==> config.mk <==
export PLATFORM = sky130hd
export DESIGN_NAME = pitch_ol_sched
export DESIGN_NICKNAME = d
export VERILOG_FILES = /design/src/rtl/pitch_pkg.sv /design/src/rtl/pitch_ol_loader.sv /design/src/rtl/pitch_ol_sched.sv
export SDC_FILE = /design/constraint.sdc
export NUM_CORES = 1
export LEC_CHECK = 0
export CAP_MARGIN = 30
export CORE_ASPECT_RATIO = 1.4
export CORE_MARGIN = 2
export CORE_UTILIZATION = 59
export CTS_CLUSTER_DIAMETER = 80
export DETAILED_ROUTE_END_ITERATION = 8
export DONT_BUFFER_PORTS = 1
export PLACE_DENSITY_LB_ADDON = 0.1
export SYNTH_ARGS = -nofsm -noshare
export SYNTH_HDL_FRONTEND = slang
export SYNTH_HIERARCHICAL = 1
export SYNTH_SLANG_ARGS = --single-unit
==> constraint.sdc <==
create_clock -name clk -period 5 [get_ports clk]
set_input_delay 0.5 -clock clk [delete_from_list [all_inputs] [get_ports clk]]
set_output_delay 0.5 -clock clk [all_outputs]
set_load 0.02 [all_outputs]
==> src/rtl/pitch_pkg.sv <==
// Shared types and default configuration for the open-loop pitch scheduler.
package pitch_pkg;

  typedef enum logic [2:0] {
    ST_IDLE    = 3'd0,
    ST_CHECK   = 3'd1,
    ST_LOAD    = 3'd2,
    ST_START   = 3'd3,
    ST_RUN     = 3'd4,
    ST_CAPTURE = 3'd5
  } state_e;

  localparam int unsigned DEF_L_FRAME    = 80;
  localparam int unsigned DEF_PIT_MAX    = 143;
  localparam int unsigned DEF_PIT_MIN    = 20;
  localparam int unsigned DEF_ADDR_W     = 12;
  localparam int unsigned MAX_FRAME_SPAN = 32'd1 << DEF_ADDR_W;

  typedef struct packed {
    logic [15:0] l_frame;
    logic [15:0] pit_max;
    logic [15:0] pit_min;
  } cfg_t;

endpackage

==> src/rtl/pitch_ol_loader.sv <==
// Sample loader: counts accepted samples and drives the scratch write port in the accept cycle.
module pitch_ol_loader
  import pitch_pkg::*;
#(
  parameter int unsigned ADDR_W = DEF_ADDR_W
) (
  input  logic              clk,
  input  logic              reset,
  input  logic              clr,
  input  logic              ready,
  input  logic              smp_valid,
  input  logic [15:0]       smp_data,
  input  logic [16:0]       span,
  output logic              wr_en_c,
  output logic [ADDR_W-1:0] wr_addr_c,
  output logic [31:0]       wr_data_c,
  output logic              last_wr_c
);

  logic [ADDR_W-1:0] cnt_q, cnt_d;

  always_comb begin
    wr_en_c   = smp_valid & ready;
    wr_addr_c = '0;
    wr_data_c = '0;
    cnt_d     = cnt_q;
    if (clr) begin
      cnt_d = '0;
    end else if (wr_en_c) begin
      cnt_d = cnt_q + ADDR_W'(1);
    end
    if (wr_en_c) begin
      wr_addr_c = cnt_q;
      wr_data_c = {{16{smp_data[15]}}, smp_data};
    end
    last_wr_c = wr_en_c && (17'(cnt_q) == (span - 17'd1));
  end

  always_ff @(posedge clk or negedge reset) begin
    if (!reset) begin
      cnt_q <= '0;
    end else begin
      cnt_q <= cnt_d;
    end
  end

endmodule

==> src/rtl/pitch_ol_sched.sv <==
// Open-loop pitch frame scheduler: validates config, loads samples, runs the pitch pipe, captures result.
// Optional RUN watchdog enabled by defining PITCH_OL_SCHED_TIMEOUT_EN.
module pitch_ol_sched
  import pitch_pkg::*;
#(
  parameter int unsigned ADDR_W         = DEF_ADDR_W,
  parameter int unsigned TIMEOUT_CYCLES = 65535
) (
  input  logic              clk,
  input  logic              reset,
  input  logic              frame_start,
  input  logic [15:0]       l_frame_in,
  input  logic [15:0]       pit_max_in,
  input  logic [15:0]       pit_min_in,
  input  logic              smp_valid,
  input  logic [15:0]       smp_data,
  output logic              smp_ready,
  output logic              mem_wr_en,
  output logic [ADDR_W-1:0] mem_wr_addr,
  output logic [31:0]       mem_wr_data,
  output logic              mem_owner,
  output logic              pipe_start,
  input  logic              pipe_done,
  input  logic [15:0]       pipe_p_max1,
  output logic [15:0]       pipe_l_frame,
  output logic [15:0]       pipe_pit_max,
  output logic [15:0]       pipe_pit_min,
  output logic [ADDR_W-1:0] pipe_signal,
  output logic              busy,
  output logic              result_valid,
  output logic [15:0]       p_max1,
  output logic              error
);

  localparam int unsigned MEM_DEPTH = 32'd1 << ADDR_W;

  state_e      state_q, state_d;
  cfg_t        cfg_q, cfg_d;
  logic [15:0] p_max1_q, p_max1_d;
  logic        error_q, error_d;
  logic        busy_q, busy_d;
  logic        ready_q, ready_d;
  logic        owner_q, owner_d;
  logic        pstart_q, pstart_d;
  logic        rvalid_q, rvalid_d;
  logic [16:0] span_c;
  logic        cfg_bad_c;
  logic        load_clr_c;
  logic        last_wr_c;
  logic        timeout_c;

  assign span_c    = 17'(cfg_q.l_frame) + 17'(cfg_q.pit_max);
  assign cfg_bad_c = (cfg_q.l_frame == 16'd0) || (cfg_q.pit_min > cfg_q.pit_max)
                  || (32'(span_c) > MEM_DEPTH);

`ifdef PITCH_OL_SCHED_TIMEOUT_EN
  localparam int unsigned TO_W = (TIMEOUT_CYCLES > 1) ? $clog2(TIMEOUT_CYCLES) : 1;
  logic [TO_W-1:0] run_cnt_q, run_cnt_d;

  // Counts RUN cycles; fires on the TIMEOUT_CYCLES-th RUN cycle.
  always_comb begin
    run_cnt_d = '0;
    if (state_q == ST_RUN) run_cnt_d = run_cnt_q + TO_W'(1);
  end

  always_ff @(posedge clk or negedge reset) begin
    if (!reset) run_cnt_q <= '0;
    else        run_cnt_q <= run_cnt_d;
  end

  assign timeout_c = (state_q == ST_RUN) && (run_cnt_q == TO_W'(TIMEOUT_CYCLES - 1));
`else
  assign timeout_c = 1'b0;
`endif

  pitch_ol_loader #(.ADDR_W(ADDR_W)) u_loader (
    .clk       (clk),
    .reset     (reset),
    .clr       (load_clr_c),
    .ready     (ready_q),
    .smp_valid (smp_valid),
    .smp_data  (smp_data),
    .span      (span_c),
    .wr_en_c   (mem_wr_en),
    .wr_addr_c (mem_wr_addr),
    .wr_data_c (mem_wr_data),
    .last_wr_c (last_wr_c)
  );

  always_comb begin
    state_d    = state_q;
    cfg_d      = cfg_q;
    error_d    = error_q;
    p_max1_d   = p_max1_q;
    load_clr_c = 1'b0;
    case (state_q)
      ST_IDLE: begin
        if (frame_start) begin
          cfg_d.l_frame = l_frame_in;
          cfg_d.pit_max = pit_max_in;
          cfg_d.pit_min = pit_min_in;
          error_d       = 1'b0;
          state_d       = ST_CHECK;
        end
      end
      ST_CHECK: begin
        if (cfg_bad_c) begin
          error_d = 1'b1;
          state_d = ST_IDLE;
        end else begin
          load_clr_c = 1'b1;
          state_d    = ST_LOAD;
        end
      end
      ST_LOAD:  if (last_wr_c) state_d = ST_START;
      ST_START: state_d = ST_RUN;
      ST_RUN: begin
        if (pipe_done) begin
          state_d = ST_CAPTURE;
        end else if (timeout_c) begin
          error_d = 1'b1;
          state_d = ST_IDLE;
        end
      end
      ST_CAPTURE: begin
        p_max1_d = pipe_p_max1;
        state_d  = ST_IDLE;
      end
      default: state_d = ST_IDLE;
    endcase
    // Status strobes are registered copies of the state being entered.
    busy_d   = (state_d != ST_IDLE);
    ready_d  = (state_d == ST_LOAD);
    owner_d  = (state_d == ST_START) || (state_d == ST_RUN) || (state_d == ST_CAPTURE);
    pstart_d = (state_d == ST_START);
    rvalid_d = (state_q == ST_CAPTURE);
  end

  always_ff @(posedge clk or negedge reset) begin
    if (!reset) begin
      state_q  <= ST_IDLE;
      cfg_q    <= '0;
      p_max1_q <= '0;
      error_q  <= 1'b0;
      busy_q   <= 1'b0;
      ready_q  <= 1'b0;
      owner_q  <= 1'b0;
      pstart_q <= 1'b0;
      rvalid_q <= 1'b0;
    end else begin
      state_q  <= state_d;
      cfg_q    <= cfg_d;
      p_max1_q <= p_max1_d;
      error_q  <= error_d;
      busy_q   <= busy_d;
      ready_q  <= ready_d;
      owner_q  <= owner_d;
      pstart_q <= pstart_d;
      rvalid_q <= rvalid_d;
    end
  end

  assign smp_ready    = ready_q;
  assign mem_owner    = owner_q;
  assign pipe_start   = pstart_q;
  assign busy         = busy_q;
  assign result_valid = rvalid_q;
  assign p_max1       = p_max1_q;
  assign error        = error_q;
  assign pipe_l_frame = cfg_q.l_frame;
  assign pipe_pit_max = cfg_q.pit_max;
  assign pipe_pit_min = cfg_q.pit_min;
  assign pipe_signal  = ADDR_W'(cfg_q.pit_max);

endmodule

# Word-level counts from Yosys, hierarchy flattened
# Index checks and enable logic that the tools add are counted.
# W data, S select, Z words.
[totals]
latch_bits = 0
romBits = 0
in_bits = 85
mem_bits_rw = 0
regBits = 85
memories = 0
output_inout_bits = 127
[op_classes]
eq_ne = 12
n_div = 0
bitwise_logic = 1
reduce_logical = 12
addsub = 3
multipliers = 0
mux = 14
magnitude_cmp = 2
shifts = 0
[op_table]
columns = ["cell", "count"]
rows = [
  ["$mux W12", 3],
  ["$mux W32", 1],
  ["$add A16 B16 Y17", 1],
  ["$eq A12 B17 Y1", 1],
  ["$gt A17 B13 Y1 const B", 1],
  ["$sub A17 B1 Y17 const B", 1],
  ["$gt A16 B16 Y1", 1],
  ["$logic_not A16 Y1", 1],
  ["$pmux W3 S5", 1],
  ["$add A12 B1 Y12 const B", 1],
  ["$eq A3 B2 Y1 const B", 4],
  ["$eq A3 B3 Y1 const B", 4],
  ["$mux W3", 3],
  ["$logic_or A1 B1 Y1", 4],
  ["$mux W1", 4],
  ["$ne A2 B2 Y1 const B", 2],
  ["$reduce_bool A2 Y1", 2],
  ["$eq A3 B1 Y1 const B", 1],
  ["$logic_not A3 Y1", 1],
  ["$reduce_and A3 Y1", 1],
  ["$reduce_bool A3 Y1", 1],
  ["$mux W2", 1],
  ["$pmux W1 S2", 1],
  ["$reduce_and A2 Y1", 1],
  ["other kinds (2)", 2],
]

# Logic depth before layout (Yosys ltp)
# Gate-level depths: netlist of the first run.
[depth]
word_depth = 9
depth_mapped = 15

# Modules after synthesis
# Netlist of the first run, hierarchy kept.
[modules_own_cells]
columns = ["module", "area_per_inst_um2", "seq_area_each_um2", "instances", "cells_each"]
rows = [
  ["pitch_ol_sched", 4035.1, 1826.8, 1, 374],
  ["pitch_ol_loader", 1393.8, 300.3, 1, 183],
]

# Worst setup path after synthesis of the first run
# Ideal clock, no wire load.
[synth_path]
path_kind = "reg2reg"
start = "register cfg_q (netlist bit pipe_l_frame[1])"
end = "register state_q[0]"
required_time_ns = 4.928
stages_incl_launch_ff = 15
synth_period_minus_slack_ns = 3.774
path_buffers = 0
slack_ns = 1.226
arrival_time_ns = 3.702
setup_ns = 0.072
cell_sequence = "dfrtp_1 -> ha_1 -> a21o_1 -> and4_2 -> o21ba_2 -> or3_1 -> and2_1 -> or4_1 -> nor4_1 -> xnor2_1 -> nand4_1 -> nor4_1 -> mux2i_1 -> o22a_1 -> nor2_1"
[synth_between]
elab_chain_len = 6
[synth_lines]
columns = ["element", "line_no", "rtl"]
rows = [
  ["from (decl)", "pitch_ol_sched.sv:38", "cfg_t cfg_q, cfg_d;"],
  ["from (signal assigned)", "pitch_ol_sched.sv:152", "cfg_q <= cfg_d;"],
  ["$add A16 B16 Y17", "pitch_ol_sched.sv:52", "assign span_c = 17'(cfg_q.l_frame) + 17'(cfg_q.pit_max);"],
  ["via span_c[9]", "pitch_ol_sched.sv:46", "logic [16:0] span_c;"],
  ["$sub A17 B1 Y17", "pitch_ol_loader.sv:36", "last_wr_c = wr_en_c && (17'(cnt_q) == (span - 17'd1));"],
  ["$eq A12 B17 Y1", "pitch_ol_loader.sv:36", ""],
  ["$logic_and A1 B1 Y1", "pitch_ol_loader.sv:36", ""],
  ["via last_wr_c", "pitch_ol_sched.sv:49", "logic last_wr_c;"],
  ["$mux W3", "pitch_ol_sched.sv:115", "ST_LOAD: if (last_wr_c) state_d = ST_START;"],
  ["$pmux W3 S5", "pitch_ol_sched.sv:96", "case (state_q)"],
  ["via state_d[0]", "pitch_ol_sched.sv:37", "state_e state_q, state_d;"],
  ["to (signal assigned)", "pitch_ol_sched.sv:151", "state_q <= state_d;"],
  ["to (decl)", "pitch_ol_sched.sv:37", ""],
]
# The timed path passes the listed nets, and every way through them passes these cells.
# A chain may end at the register's enable or synchronous reset.

# Worst setup path after layout of the first run
[layout_path]
start = "register cfg_q (netlist bit pipe_pit_max[0])"
end = "register state_q[0]"
# The elaborated chain is that of the path after synthesis.

==> results.toml, run 1 <==
[cts]
path_clk_slew_ns = 0.07
clockRootBuffer = "clkbuf_16"
post_cts_buffers = 0
clockBufferDepth = 2
cts.sinks = 85
clock_latency_ns = 0.34
cts_buffers = 9
h-tree-depth = 3
cts_tree = "done"

[final_layout]
antenna_cells = 0
drive_gt1_share_pct = 16.76
area_growth_pct = 4.932
finalNetCount = 646
n_fill_cell = 721
instances_no_fill = 638
fin_util_pct = 63.46

[route]
met3WireLength_um = 826
wl_per_cell_um = 19.30
drt-met1-wl_um = 4524
postRouteAntennaNets = 0
wl_um = 12320
wl_met2_um = 6714
drcViolationCount = 0
vias = 4008
first_iter_violations = 145
vias_per_cell = 6.282
firstDrtPassIters = 4
highest_layer = "met4"

[sta]
finalClockSkew_ns = 0.005411
max_freq_mhz = 225.0
tns_ns = 0
relSlewSlack_pct = 35.70
hold_viol_final = 0
drv_slew = 0
rsz0062_at_grt = "no"
setup_viol = 0
finalCritPeriodShare_pct = 88.88
hold_slack_ns = 0.06983
period_minus_slack_ns = 4.444
worst_pin_slew_ns = 0.9695

[floorplanning]
initial_core_util_pct = 60.47
placementRows = 41
die_area_mm2 = 0.009996
ios = 212
die_h_um = 117.5
die_w_um = 85.07
fp.coreArea_mm2 = 0.008977

[placement]
dp_cells = 621
hpwl_um = 9408
gp_congestion = 0.8563
port_buffers = 0

[global_routing]
grt_pass1_wl_um = 19380
grt_pass1_vias = 3962
track_usage_pct = 24.29
grt_antenna_before_repair = 0
overflow = 0
grt_max_degree = 86

[worst_setup_path]
critPathArrivalTime_ns = 4.72
crit_chain = "ha_1 > fa_1 > a211oi_1 > o21a_1 > o21ai_0 > xor2_1 > or4_1 > nor4_1 > xnor2_1 > nand4_1 > nor4_1 > mux2i_1 > o22a_1 > nor2_1"
reg2reg_from = "pipe_pit_max[0]"
start_kind = "flop"
end_kind = "flop"
worstPathRequired_ns = 5.27
crit_fanout = 9
cp_top_family = "simple AND/OR/NAND/NOR gates"
worstSetupPathType = "flop to flop"
crit_buf_inv = 0
critPathSlowestCell = "or4_1"
startpoint = "pipe_pit_max[0]"
critical-path-max-stage-delay_ns = 0.61
path_common_cell = "nor4_1"

[hold_path]
worst_hold_path_type = "input pin to async pin"

[logic_synthesis]
synth_cell_type_count = 62
synth_area_leaders = "dfrtp_1 (39%), mux2_2 (10%), ha_1 (7.8%), buf_4 (3.9%), and3_1 (3.3%)"
synth.top_cell.area_share_pct = 39.18
avgSynthCellArea_um2 = 9.747
yosysSeqAreaShare_pct = 39.18
syn_area_mm2 = 0.005429
async_flop_share_pct = 100.0
yosysTopAreaCell = "dfrtp_1"
syn-instance-count = 557
ys_ff_latch = 85
yosysWarnings = 6
synth_edf_count = 0
synth_ff_type = "dfrtp_1"
synth_fp_nets = 677

[status]
outcome = "completed"

[job]
cap_violations = 0
## state kept, by name (all words and copies together) (netlist names)
name and flops:
busy 1, error 1, mem_owner 1, p_max1 16, pipe_l_frame 16, pipe_pit_max 16
pipe_pit_min 16, pipe_start 1, result_valid 1, smp_ready 1, state_q 3, u_loader/cnt_q 12
## layer usage
layer | vias to the layer above | track usage [%]
met3 | 20 | 6.381
met4 | 0 | 9.028
li1 | 1899 | -
met1 | 1920 | 26.52
met2 | 169 | 44.14
met5 | - | 0
## worst register-to-register path, delay by kind of cell, from the launching register on
kind | cells | cell delay (ns)
DFF | 1 | 0.57
adders and majority gates | 2 | 0.74
AOI/OAI and AO/OA | 4 | 0.86
xor gates and xnor gates | 2 | 0.39
muxes | 1 | 0.16
and+or+nand+nor | 5 | 1.65
## synthesized netlist by cell type (all sizes together), types with 10 or more instances
cell type	instances
clkbuf	23
xor2	15
nand2	43
a21oi	25
nor2	23
mux2	48
inv	28
buf	28
nor4	13
and3	30
o21ai	31
dfrtp	85
xnor2	18
nand3	11
nand4	10
ha	34
## final cells by class
cell class	instances	area (um2)	share of cell area [%]
clock inverters	7	105.1	1.845
repair buffers	9	87.58	1.537
inverters	28	105.1	1.845
multi-input cells	393	2913	51.13
well taps	107	133.9	2.350
clock buffers	9	225.2	3.953
flip-flops and latches	85	2127	37.34
## worst paths after layout
path,to,slack (ns),depth (start not counted)
setup / recovery,state_q[0],0.56,14
hold / removal,state_q[1],0.07,1
setup reg to reg,state_q[0],0.56,14
hold reg to reg,u_loader/cnt_q[11],0.61,2
max in group asynchronous,pipe_pit_min[14],4.61,1
min in group clk,pipe_pit_max[9],0.28,2
## cells in the final DEF, fill, tap and decap left out, drive strengths merged, types with 3 or more instances in the layout
| cell type | instances |
|---|---|
| dfrtp | 85 |
| nand2 | 43 |
| nor3 | 8 |
| nor2 | 23 |
| o21ai | 31 |
| nor2b | 4 |
| and2 | 4 |
| mux2i | 3 |
| or4 | 4 |
| buf | 9 |
| and4 | 3 |
| xnor2 | 18 |
| a21oi | 25 |
| nand3 | 11 |
| o22ai | 3 |
| nor3b | 3 |
| a211oi | 3 |
| a21o | 8 |
| inv | 31 |
| or3 | 7 |
| nand2b | 5 |
| xor2 | 15 |
| ha | 34 |
| and3 | 30 |
| nor4 | 13 |
| clkbuf | 9 |
| a31oi | 5 |
| nand4 | 10 |
| nor4b | 3 |
| mux2 | 48 |
## through the flow
step / instance area [um2] / setup slack, ns
2_1_floorplan: 5429 / 1.226
4_1_cts: 5697 / 0.5103
3_3_place_gp: 5339 / 0.5957
5_1_grt: 5697 / 0.2480
6_report: 5697 / 0.5559
3_5_place_dp: 5339 / 0.5457
## cell families (layout without fill, tap and decap cells)
logic type               Yosys count  after routing  share of synthesized area [%]
adder cells (fa/ha/maj)           35             35                          8.205
flip-flops                        85             85                          39.18
multiplexers                      51             51                          10.51
AO/OA/AOI/OAI                     97             97                          11.52
AND/OR/NAND/NOR                  177            177                          17.86
XOR/XNOR                          33             33                          5.324
buffers and inverters             79             53                          7.398
## timing repair
action                    in CTS  in global routing
hold endpoints to repair      85                  0
hold buffers                   1                  0
gates resized for setup        0                  0
Power of run 1 is left out: the tool's default activity adds up to more than one toggle a clock period on the data nets, which glitch-free logic cannot reach.
==> inputs of run 2 (changes only) <==
- CORE_ASPECT_RATIO: 1.4 -> 2
==> results.toml, run 2 (same netlist as run 1, synthesis figures left out) <==
[cts]
cts_buffers = 9
clock_latency_ns = 0.34
h-tree-depth = 3
cts_tree = "done"
clockBufferDepth = 2
cts_resized = 0
path_clk_slew_ns = 0.07
cts.sinks = 85
clockRootBuffer = "clkbuf_16"

[global_routing]
grt_pass1_vias = 4305
track_usage_pct = 25.94
grt_pass1_wl_um = 20320
grt_antenna_before_repair = 0
grt_max_degree = 86
overflow = 0

[sta]
max_freq_mhz = 225.6
drv_slew = 0
setup_viol = 0
finalClockSkew_ns = 0.009879
hold_viol_final = 0
relSlewSlack_pct = 35.72
tns_ns = 0
period_minus_slack_ns = 4.432
worst_pin_slew_ns = 0.9692
finalCritPeriodShare_pct = 88.63
rsz0062_at_grt = "no"

[floorplanning]
initial_core_util_pct = 60.65
fp.coreArea_mm2 = 0.008951
die_h_um = 139.7
placementRows = 49
ios = 212
die_w_um = 71.83
die_area_mm2 = 0.01003

[placement]
hpwl_um = 10010
gp_congestion = 0.9149
port_buffers = 0
dp_cells = 612

[final_layout]
drive_gt1_share_pct = 16.13
finalNetCount = 642
final_common_cell = "dfrtp_1"
n_fill_cell = 755
area_growth_pct = 4.218
mostFrequentLayoutCells = "dfrtp_1 (85), mux2_2 (48), nand2_1 (43)"
instances_no_fill = 629
antenna_cells = 0

[worst_setup_path]
reg2reg_depth = 14
critPathArrivalTime_ns = 4.72
start_kind = "flop"
end_kind = "flop"
startpoint = "pipe_pit_max[0]"
worstSetupPathType = "flop to flop"
reg2reg_from = "pipe_pit_max[0]"
crit_fanout = 9
reg2reg_slack_ns = 0.57
worstPathRequired_ns = 5.28
r2r-end = "mem_owner"
cp-endpoint = "mem_owner"

[status]
outcome = "completed"

[route]
postRouteAntennaNets = 0
wl_um = 12860
first_iter_violations = 223
vias_per_cell = 6.512
firstDrtPassIters = 4
drcViolationCount = 0
vias = 4096
wl_per_cell_um = 20.45

[job]
cap_violations = 0

[hold_path]
worst_hold_path_type = "input pin to async pin"
[run 2: per-stage QoR]
| stage | setup slack, ns | hold slack, ns | util (%) | instance area, um2 |
|---|---|---|---|---|
| floorplan | 1.226 | 0.2044 | - | 5429 |
| global placement | 0.7345 | 0.2068 | 59.24 | 5303 |
| detailed placement | 0.5700 | 0.2075 | 59.24 | 5303 |
| CTS | 0.5428 | 0.06982 | 63.21 | 5658 |
| global route | 0.3475 | 0.08780 | 63.21 | 5658 |
| finish | 0.5683 | 0.06595 | 63.21 | 5658 |
[run 2: metal layers]
metal	up-vias	wire length, um	part of all wire, %	GRT usage, %
li1	1900	-	-	-
met1	1949	4359	34	25.39
met2	204	7137	55	47.86
met3	43	795	6.2	5.938
met4	0	570	4.4	14.70
met5	-	0	0	0
[run 2: timing repair]
| action | CTS | global route |
|---|---|---|
| hold buffers | 1 | 0 |
| endpoints found under the hold margin | 85 | 0 |
| setup buffers | 0 | 0 |
[run 2: how the worst min path moves through the flow]
stage | from | endpoint | slack (ns) | cells after the start
6_report | reset | u_loader/cnt_q[8] | 0.07 | 1
5_1_grt | reset | u_loader/cnt_q[8] | 0.09 | 1
4_1_cts | reset | u_loader/cnt_q[10] | 0.07 | 1
3_5_place_dp | reset | u_loader/cnt_q[10] | 0.21 | 0
3_3_place_gp | reset | u_loader/cnt_q[10] | 0.21 | 0
2_1_floorplan | reset | busy | 0.20 | 0
[run 2: critical path, cell delays in order (launching register included)]
cell      delay, ns
dfrtp_1        0.57
ha_1           0.32
fa_1           0.43
a211oi_1       0.35
o21a_1         0.18
o21ai_0        0.11
xor2_1         0.24
or4_1          0.62
nor4_1         0.32
xnor2_1        0.17
nand4_1        0.10
nor4_1         0.37
buf_4          0.19
nor3b_1        0.25
or2_2          0.16
[run 2: final cells by class]
type                            count  area (um2)  share of cell area, %
Tap cell                          102       127.6                  2.256
Timing Repair Buffer                5       57.56                  1.017
Clock inverter                      7       102.6                  1.813
Clock buffer                        9       225.2                  3.981
Multi-Input combinational cell    393        2913                  51.48
Inverter                           28       105.1                  1.858
Sequential cell                    85        2127                  37.59
Power of run 2 is left out for the same reason.
==> patch (settings of run 1) <==
The 6 states of `state_e` get a one-hot encoding in 6 bits.
--- a/src/rtl/pitch_pkg.sv
+++ b/src/rtl/pitch_pkg.sv
@@ -1,13 +1,13 @@
 // Shared types and default configuration for the open-loop pitch scheduler.
 package pitch_pkg;
 
-  typedef enum logic [2:0] {
-    ST_IDLE    = 3'd0,
-    ST_CHECK   = 3'd1,
-    ST_LOAD    = 3'd2,
-    ST_START   = 3'd3,
-    ST_RUN     = 3'd4,
-    ST_CAPTURE = 3'd5
+  typedef enum logic [5:0] {
+    ST_IDLE    = 6'b000001,
+    ST_CHECK   = 6'b000010,
+    ST_LOAD    = 6'b000100,
+    ST_START   = 6'b001000,
+    ST_RUN     = 6'b010000,
+    ST_CAPTURE = 6'b100000
   } state_e;
 
   localparam int unsigned DEF_L_FRAME    = 80;
Behaviour: no difference found for any inputs over 4 cycles, from zero or initial values and one cycle with reset low; so few cycles prove little.
==> patch against run 1 <==
Sequential cell count increased by 3; count of clock-buffer cells in the layout increased by 1; hold slack got worse by 0.052 ns; worst setup slack improved by 0.15 ns; global-route usage increased by 1.5 points; final area increased by 5.4%; non-clock buffer count decreased by 3; synthesized area increased by 6.3%; synthesized cell count increased by 13%; routed wire length increased by 9.8%; critical endpoint is now mem_owner.
==> patch: results (changes against run 1) <==
Routing
  – Via density per instance: 6.23 (-0.81%)
  – Total Wirelength: 13,500 um (+9.8%)
  – First drt pass iteration count: 4 (unchanged)
  – DRT iter0 DRCs: 203 (+40%)

Clock network
  – H-tree Lvls: 3 (unchanged)
  – Reg clk slew, reported paths: 0.07 ns (about the same)
  – Post-CTS setup buffer count: 0 (unchanged)
  – Hold_buf cts: 2 (+1)
  – Worst-Skew Late Latency: 0.34 ns (about the same)
  – Post-cts resize count: 0 (unchanged)
  – CTS buffer count: 9 (unchanged)
  – Max clock buf depth: 2 (unchanged)
  – Clock root buffer master: clkbuf_16

GRT
  – Global Route Usage Sum: 25.8% (+1.5 points)
  – Vias in the first global route: 4,420 (+12%)
  – Antenna violations before repair: 0 (unchanged)
  – Largest net degree at the start of global routing: 88 (+2.3%)
  – Global-route wire length before repair: 21,600 um (+11%)

Place
  – Port Buffers: 0 (unchanged)
  – Pre-CTS WS: 0.745 ns (+0.200 ns)
  – GPL Wtd Cong: 0.849 (-0.83%)
  – Detailed Place HPWL: 10,200 um (+8.8%)

Synthesis
  – Synth Area in Compound Gates: 13.3% (+1.8 points)
  – Post-synth top cells: 87 x dfrtp_1, 85 x nand2_1, 34 x ha_1, 32 x and3_1, 32 x mux2_2
  – Synth cell types: 76 (+23%)
  – Mux contribution to synthesized area: 6.59% (-3.9 points)
  – Top post-synthesis cells by area: dfrtp_1 38%, ha_1 7.4%, mux2_2 6.2%, nand2_1 5.5%, buf_4 3.6%
  – Post-synth ARST share: 100% (unchanged)
  – Adder-Cell Fraction of Synth Area: 7.72% (-0.49 points)
  – Xor/xnor cell area share of the yosys netlist: 4.25% (-1.1 points)
  – Syn_nets: 750 (+11%)
  – Synth warnings: 6 (unchanged)
  – Register area share after synthesis: 38.2% (-1.0 points)

STA
  – Max Fclk: 233 MHz (+3.4%)
  – Clock Skews: 0.00867 ns (+0.00326 ns)
  – Worst-margin pin slew: 0.972 ns (+0.00288 ns)
  – Fin. Hold Viols: 0 (unchanged)

Run status
  – Status: completed

Power
  – Max VDD drop: 0.000441 V
  – Leak pwr: 2.65 nW

Worst hold path
  – Hold Path Class: in -> async

Worst setup path
  – Largest stage delay, worst path: 0.59 ns (-0.02 ns)
  – Crit path DAT: 4.56 ns (-0.16 ns)
  – Cell family with most CP delay: simple AND/OR/NAND/NOR gates
  – CP max stage cell: or4_1
  – Maximum fanout along the worst path: 8 (-1)

Layout
  – Filler cells: 814 (+13%)
  – Layout cells sized above 1: 12.7% (-4.1 points)
  – Ant. Diodes: 0 (unchanged)
  – Post-layout nets: 714 (+11%)
## patch: per-layer routing
layer | vias to the layer above | track usage (%) | wire length, um
met4 | 0 | 10.3 | 393
li1 | 2160 | - | -
met1 | 2184 | 30.3 | 5310
met2 | 181 | 44.6 | 7080
met5 | - | 0 | 0
met3 | 30 | 6.12 | 735
## patch: area by class of cell
type	instances	share of cell area, %
clock buffers	10	3.98
clock inverters	6	0.917
inverters	29	1.81
multi-input cells	460	52.7
flip-flops and latches	88	36.7
well taps	132	2.75
repair buffers	6	1.13
## patch: final timing paths
check / depth (start not counted) / from / endpoint
setup / recovery: 15 / pipe_l_frame[0] / mem_owner
hold / removal: 1 / reset / u_loader/cnt_q[9]
setup reg to reg: 15 / pipe_l_frame[0] / mem_owner
hold reg to reg: 2 / state_q[5] / state_q[0]
max in group asynchronous: 1 / reset / state_q[0]
min in group clk: 2 / pipe_p_max1[0] / p_max1[0]
## patch: power by group
part           switching (mW)  internal [mW]
Clock                   0.292          0.357
Sequential              0.573          0.924
Combinational            1.70           1.17
## patch: logic make-up (layout without fill, tap and decap cells)
group	count (synthesis)	count (layout)
fa+ha+maj	35	35
compound gates	113	113
flops	88	88
xor+xnor	28	28
buf+inv	82	51
simple gates	250	250
mux	34	34
## patch: through the flow
step	hold slack (ns)	utilization, %	area [um^2]	cells	power (mW)
floorplan	0.204	-	5770	630	3.77
global placement	0.208	59.6	5670	713	4.26
detailed placement	0.208	59.6	5670	713	4.34
CTS	0.0735	63.1	6000	731	5.02
global route	0.0950	63.1	6000	731	5.44
finish	0.0180	63.1	6000	731	5.02
